File: config.mk
export PLATFORM = sky130hd
export DESIGN_NAME = regfile_param
export DESIGN_NICKNAME = d
export VERILOG_FILES = /design/src/rtl/regfile_param.sv
export SDC_FILE = /design/constraint.sdc
export NUM_CORES = 1
export LEC_CHECK = 0
export CORE_MARGIN = 8
export CORE_UTILIZATION = 40
export CTS_BUF_LIST = sky130_fd_sc_hd__clkbuf_4
export DETAILED_ROUTE_END_ITERATION = 6
export GPL_TIMING_DRIVEN = 0
export SLEW_MARGIN = 25
export SYNTH_ARGS = -nofsm -noshare
export SYNTH_HDL_FRONTEND = slang
export SYNTH_SLANG_ARGS = --single-unit
File: constraint.sdc
create_clock -name clk -period 2.5 [get_ports clk]
set_clock_uncertainty 0.1 [all_clocks]
set_input_delay 0.5 -clock clk [delete_from_list [all_inputs] [get_ports clk]]
set_output_delay 0.5 -clock clk [all_outputs]
set_load 0.02 [all_outputs]
File: src/rtl/regfile_param.sv
`default_nettype none
// ============================================================================
//  Module      : regfile_param
//  Description : Parametrised register file with per-entry reset image,
//                optional hardwired zero register, write-to-read bypass,
//                pending-write scoreboard and a sequenced bulk-clear engine.
//  Revision    : 1.0 - initial release
// ============================================================================
module regfile_param #(
    parameter int                                  DATA_W   = 8,
    parameter int                                  ADDR_W   = 2,
    parameter logic [(2**ADDR_W)*DATA_W-1:0]       RST_VALS = {8'd30, 8'd20, 8'd10, 8'd5},
    parameter bit                                  ZERO_REG = 1'b0,
    parameter bit                                  BYPASS   = 1'b1
) (
    input  logic              clk,
    input  logic              rst,
    input  logic [ADDR_W-1:0] read_reg1,
    input  logic [ADDR_W-1:0] read_reg2,
    output logic [DATA_W-1:0] read_data1,
    output logic [DATA_W-1:0] read_data2,
    input  logic              reg_write,
    input  logic [ADDR_W-1:0] write_reg,
    input  logic [DATA_W-1:0] write_data,
    output logic              wr_ready,
    input  logic              sb_set,
    input  logic [ADDR_W-1:0] sb_idx,
    output logic              busy1,
    output logic              busy2,
    input  logic              clr_req,
    output logic              clr_busy,
    output logic              clr_done
);

    localparam int                c_DEPTH = 2**ADDR_W;
    localparam logic [ADDR_W-1:0] c_LAST  = ADDR_W'(c_DEPTH - 1);

    // Clear engine states
    localparam logic [0:0] c_IDLE  = 1'b0;
    localparam logic [0:0] c_CLEAR = 1'b1;

    logic [DATA_W-1:0]  r_mem [c_DEPTH];
    logic [c_DEPTH-1:0] r_busy;
    logic [0:0]         r_state;
    logic [ADDR_W-1:0]  r_cnt;
    logic               r_clr_done;

    logic               w_wr_en;
    logic               w_wr_zero;
    logic [c_DEPTH-1:0] w_busy_nxt;

    assign clr_busy  = (r_state == c_CLEAR);
    assign clr_done  = r_clr_done;
    assign wr_ready  = ~clr_busy;
    assign w_wr_en   = reg_write & wr_ready;
    // A write aimed at the hardwired zero entry must never land in storage
    assign w_wr_zero = ZERO_REG && (write_reg == '0);

    // Read mux: stored value, optionally overridden by a same-cycle write,
    // with the zero register taking priority over everything.
    function automatic logic [DATA_W-1:0] f_read(
        input logic [ADDR_W-1:0] addr,
        input logic [DATA_W-1:0] stored
    );
        logic [DATA_W-1:0] v;
        v = stored;
        if (BYPASS && w_wr_en && (write_reg == addr))
            v = write_data;
        if (ZERO_REG && (addr == '0))
            v = '0;
        return v;
    endfunction

    // Combinational read ports
    always_comb begin
        read_data1 = f_read(read_reg1, r_mem[read_reg1]);
        read_data2 = f_read(read_reg2, r_mem[read_reg2]);
    end

    // Pending flags are visible only from storage; a same-cycle set shows next cycle
    assign busy1 = r_busy[read_reg1];
    assign busy2 = r_busy[read_reg2];

    // Next scoreboard image: write clears, set wins over write, clear start wipes all
    always_comb begin
        w_busy_nxt = r_busy;
        if (w_wr_en)
            w_busy_nxt[write_reg] = 1'b0;
        if (sb_set && !clr_busy)
            w_busy_nxt[sb_idx] = 1'b1;
        if (clr_req && !clr_busy)
            w_busy_nxt = '0;
        if (ZERO_REG)
            w_busy_nxt[0] = 1'b0;
    end

    // Scoreboard register
    always_ff @(posedge clk or posedge rst) begin
        if (rst)
            r_busy <= '0;
        else
            r_busy <= w_busy_nxt;
    end

    // Storage plus clear sequencer; the clear walks entries 0..DEPTH-1 one per cycle
    always_ff @(posedge clk or posedge rst) begin
        if (rst) begin
            for (int i = 0; i < c_DEPTH; i++)
                r_mem[i] <= (ZERO_REG && (i == 0)) ? '0 : RST_VALS[i*DATA_W +: DATA_W];
            r_state    <= c_IDLE;
            r_cnt      <= '0;
            r_clr_done <= 1'b0;
        end else begin
            r_clr_done <= 1'b0;
            if (r_state == c_CLEAR) begin
                r_mem[r_cnt] <= '0;
                r_cnt        <= r_cnt + 1'b1;
                if (r_cnt == c_LAST) begin
                    r_state    <= c_IDLE;
                    r_clr_done <= 1'b1;
                end
            end else begin
                if (w_wr_en && !w_wr_zero)
                    r_mem[write_reg] <= write_data;
                if (clr_req) begin
                    r_state <= c_CLEAR;
                    r_cnt   <= '0;
                end
            end
        end
    end

endmodule
`default_nettype wire

Word level (Yosys, flattened, before mapping)
Index checks and enable logic that the tools add are counted.

word-level totals
  word-level logic and storage cells = 79
  register bits = 40

operators by class
  reduce and logical (&&, ||, !) cells = 11
  equal/unequal tests = 3
  magnitude comparators = 12
  bitwise logic cells = 11
  $add $sub $neg = 1
  multiplexer cells = 33

operators with widths
  operator                                                                              number
  32-bit two-way mux                                                                    2
  8-bit two-way mux                                                                     8
  32-bit AND                                                                            1
  8-bit binary-select mux with 2-bit select                                             2
  32-bit bitwise mux                                                                    1
  8-bit demux with 2-bit select                                                         2
  32-bit NOT                                                                            1
  3-bit greater-or-equal comparator (second input constant)                             4
  2-bit by 3-bit < comparator with 1-bit output (second input constant)                 4
  4-bit two-way mux                                                                     3
  2-bit NOT with 3-bit output                                                           4
  1-bit two-way mux                                                                     9
  1-bit logical AND                                                                     8
  3-bit by 1-bit < comparator with 1-bit output (second input constant)                 2
  4-bit AND                                                                             1
  1-bit binary-select mux with 2-bit select                                             2
  1-bit demux with 2-bit select                                                         2
  2-bit == test                                                                         2
  2-bit by 1-bit greater-or-equal comparator with 1-bit output (second input constant)  2
  2-bit two-way mux                                                                     2
  4-bit NOT                                                                             1
  4-bit bitwise OR                                                                      1
  2-bit nonzero test                                                                    2
  2-bit by 1-bit adder with 2-bit output (second input constant)                        1
  4 further kinds                                                                       4

Depth between registers and ports, before layout
  depth in word-level cells = 10
  mapped depth = 5
  mapped depth without buffers = 5

Least setup slack after synthesis
No wires, ideal clock.

  path kind = input-to-output
  start point = input port read_reg1[1]
  end point = output port read_data1[0]
  buffers on the path = 1
  stages on the path = 3
  data arrival time = 1.451 ns
  path slack = 0.449 ns
  cells stage by stage = buf_6 > mux4_2 > mux2_2

between the ends
  longest elaborated chain between the ends = 5

ends and longest elaborated chain
  item                                                   line  text
  from (decl)                                            18    input logic [ADDR_W-1:0] read_reg1,
  2-bit NOT with 3-bit output (not written as such)      76    read_data1 = f_read(read_reg1, r_mem[read_reg1]);
  8-bit binary-select mux with 2-bit select              76
  8-bit two-way mux (not written as such) (2 in series)  76
  8-bit two-way mux *                                    67    if (BYPASS && w_wr_en && (write_reg == addr))
  to (decl)                                              20    output logic [DATA_W-1:0] read_data1,

Every way passes the cells marked *; elsewhere a longest branch is shown, timed or not. The select of a mux whose other input is x is not followed.

Worst setup path in the final report
  start point = register r_busy[1]
  end point = output port busy1

between the ends
  longest elaborated chain between the ends = 2

ends and longest elaborated chain
  item                                       line  text
  from (decl)                                43    logic [c_DEPTH-1:0] r_busy;
  from (signal assigned)                     102   r_busy <= w_busy_nxt;
  1-bit binary-select mux with 2-bit select  81    assign busy1 = r_busy[read_reg1];
  1-bit two-way mux (not written as such)    81
  to (decl)                                  28    output logic busy1,

Every way passes these cells. The select of a mux whose other input is x is not followed.

==> results by group <==
Floorplan
  – Die Ht: 93.9 um
  – Initial Utilization: 0.413
  – Die W: 93.9 um
  – Core area: 5890 um2
  – Row count: 28
  – # IOs: 42
  – Die area: 8820 um2

Worst setup path
  – CP delay by family, top: buffers and inverters
  – CP max FO: 3
  – Slowest stage delay, CP: 0.55 ns
  – Worst Path Required: 1.90 ns
  – Critical path's slowest cell: clkdlybuf4s50_1
  – Setup crit end kind: primary output
  – Worst path buffer plus inverter count: 1
  – Crit path arrival time: 1.83 ns
  – WS Path Type: flip-flop to primary output
  – Critical Path Source Type: flip-flop
  – Critical Path, Cell by Cell: mux4_1, clkdlybuf4s50_1

Run
  – Max Cap Viol: 0

Yosys
  – Ys async rst share: 1.00
  – Top cell type's share of synthesized area: 0.309
  – Post-synth top cells: nand2_1, dfrtp_1, o21ai_0
  – Post-synth EDFFs: 0
  – Synthesis-stage register bit count: 40
  – Synth Instances: 226
  – Synthesized area: 2430 um2
  – Ys flop type: dfrtp_1
  – Count leader, synth: nand2_1
  – Library cells used by synthesis: 27
  – Post-synthesis sequential area ratio: 0.417
  – Synth warn: 0
  – Leading post-synthesis cells by cell area: dfrtp_1, mux4_2, nand2_1
  – Area leader, netlist: dfrtp_1
  – Mapped Avg Cell Area: 10.7 um2
  – Mapped Nets: 251

GRT
  – GR Overflow Total: 0
  – Pin count of the biggest net entering global routing: 25
  – Vias in the first global route: 2083
  – First-pass GRT wire length: 10900 um
  – Global Route Usage Sum: 0.161
  – Initial antenna violation count: 0

Clock network
  – TritonCTS clock tree: done
  – Total CTS buffers: 5
  – Clock Pin Slew Worst Setup and Hold Paths: 0.13 ns
  – CTS Hold Bufs: 0
  – H-tree Lvls: 2
  – Longest Clk Path Bufs: 2
  – Worst-Skew Late Latency: 0.36 ns
  – Clock Tree Root: clkbuf_4
  – Clock tree sinks: 40

STA
  – Slew Viols, Final: 0
  – Max Fclk: 411 MHz
  – Actual slew at the worst max-slew pin: 0.569 ns
  – Setup-failing EPs final: 0
  – Fin crit period: 2.43 ns
  – Slew headroom: 0.619
  – Setup TNS: 0 ns
  – Final hold violation count: 0
  – RSZ-0062 raised after global routing: no
  – Final period util: 0.973

Pwr
  – Worst VDD drop: 0.597 mV
  – Pwr dens: 994 nW/um2
  – Total power: 3.04 mW
  – P_leak: 1.34 nW

Place
  – Routability Congestion: 0.748
  – DP HPWL: 4400 um
  – Dpl cells: 339
  – Cell area after placement: 2910 um2
  – PortBufs: 37

Cells and area
  – Share of layout cells above drive strength 1: 0.323
  – Final cell count without fillers: 354
  – Final instance area: 3060 um2
  – Layout area overhead: 26.0%
  – Nets@finish: 303
  – Antenna cells: 0

Routing
  – Pre-Repair DR Iteration Count: 4
  – DRC viols: 0
  – WL per Instance: 18.1 um
  – Vias per std cell: 5.23
  – DR iter-0 viols: 83
  – Routed Antenna Nets: 0
  – Final wirelength: 6430 um
  – Vias post-DR: 1853

Run status
  – Status: complete, no violations

Hold path
  – HP Class: input pin to async pin
## worst register-to-register path, stage by stage, from the launching register on
cell and delay [ns]:
dfrtp_2 0.47, buf_4 0.17, nor4b_4 0.51, buf_4 0.29, nand2_1 0.06, o21ai_0 0.09
## layout by cell type (no fill, tap or decap), types with 6 or more instances in the layout
| master | n |
|---|---|
| buf_2 | 9 |
| buf_4 | 9 |
| buf_6 | 6 |
| clkbuf_4 | 6 |
| clkdlybuf4s50_1 | 17 |
| dfrtp_1 | 29 |
| dfstp_2 | 10 |
| mux2_2 | 14 |
| mux4_2 | 16 |
| nand2_1 | 71 |
| o21ai_0 | 27 |
| o21ai_1 | 6 |
## cell type report
cell class	instances	area, um2
fillers	557	2830
multi-input cells	168	1340
flip-flops and latches	40	1010
repair buffers	45	403
plain buffers	12	103
well taps	75	93.8
clock buffers	6	45.0
clock inverters	2	35.0
inverters	6	22.5
## path summary, 6_finish.rpt
path / startpoint / to / slack [ns] / cells after the start
worst min-delay path: rst / r_cnt[1]$_DFFE_PP0P_ / 0.32 / 2
max in group asynchronous: rst / r_mem[26]$_DFFE_PP1P_ / 1.43 / 3
worst min register to register: r_mem[3]$_DFFE_PP1P_ / r_mem[3]$_DFFE_PP1P_ / 0.39 / 2
worst max register to register: clr_busy$_DFF_PP0_ / r_mem[27]$_DFFE_PP0P_ / 0.72 / 5
min in group clk: r_mem[3]$_DFFE_PP1P_ / r_mem[3]$_DFFE_PP1P_ / 0.39 / 2
worst max-delay path: r_busy[1]$_DFF_PP0_ / busy1 / 0.07 / 2
## report_power, final
part | leakage [nW] | total (mW) | switching, mW | internal [mW]
Combinational | 0.793 | 1.41 | 0.729 | 0.678
Sequential | 0.501 | 1.19 | 0.212 | 0.975
Clock | 0.0456 | 0.448 | 0.227 | 0.221
Total | 1.34 | 3.04 | 1.17 | 1.87
## metrics by stage
stage / hold WS [ns] / setup WS (ns) / util
finish: 0.319 / 0.0676 / 0.520
CTS: 0.330 / 0.0183 / 0.525
global route: 0.337 / 0.000108 / 0.520
detailed placement: 0.376 / -0.676 / 0.495
floorplan: 0.358 / 0.449 / -
global placement: 0.369 / -0.677 / 0.491
## state kept, by name, indices dropped and copies added (netlist names)
signal / count
clr_done: 1
clr_busy: 1
r_busy: 4
r_cnt: 2
r_mem: 32
## cells by family after synthesis
kind of cell | synth area share
buf+inv | 0.0515
compound gates | 0.0824
mux | 0.247
fa+ha+maj | 0.0206
xor+xnor | 0.0144
simple gates | 0.166
flops | 0.417
## what timing repair did
item,in CTS,in global routing
setup buffers,6,1
gates resized for setup,44,15
endpoints found under the setup margin,16,15
## layer usage
| layer | vias up | global-route usage | part of all wire |
|---|---|---|---|
| met5 | - | 0 | 0 |
| met2 | 36 | 0.285 | 0.53 |
| met3 | 7 | 0.0352 | 0.044 |
| li1 | 905 | - | - |
| met1 | 905 | 0.189 | 0.41 |
| met4 | 0 | 0.0462 | 0.015 |
(Power assumes the default switching activity.)
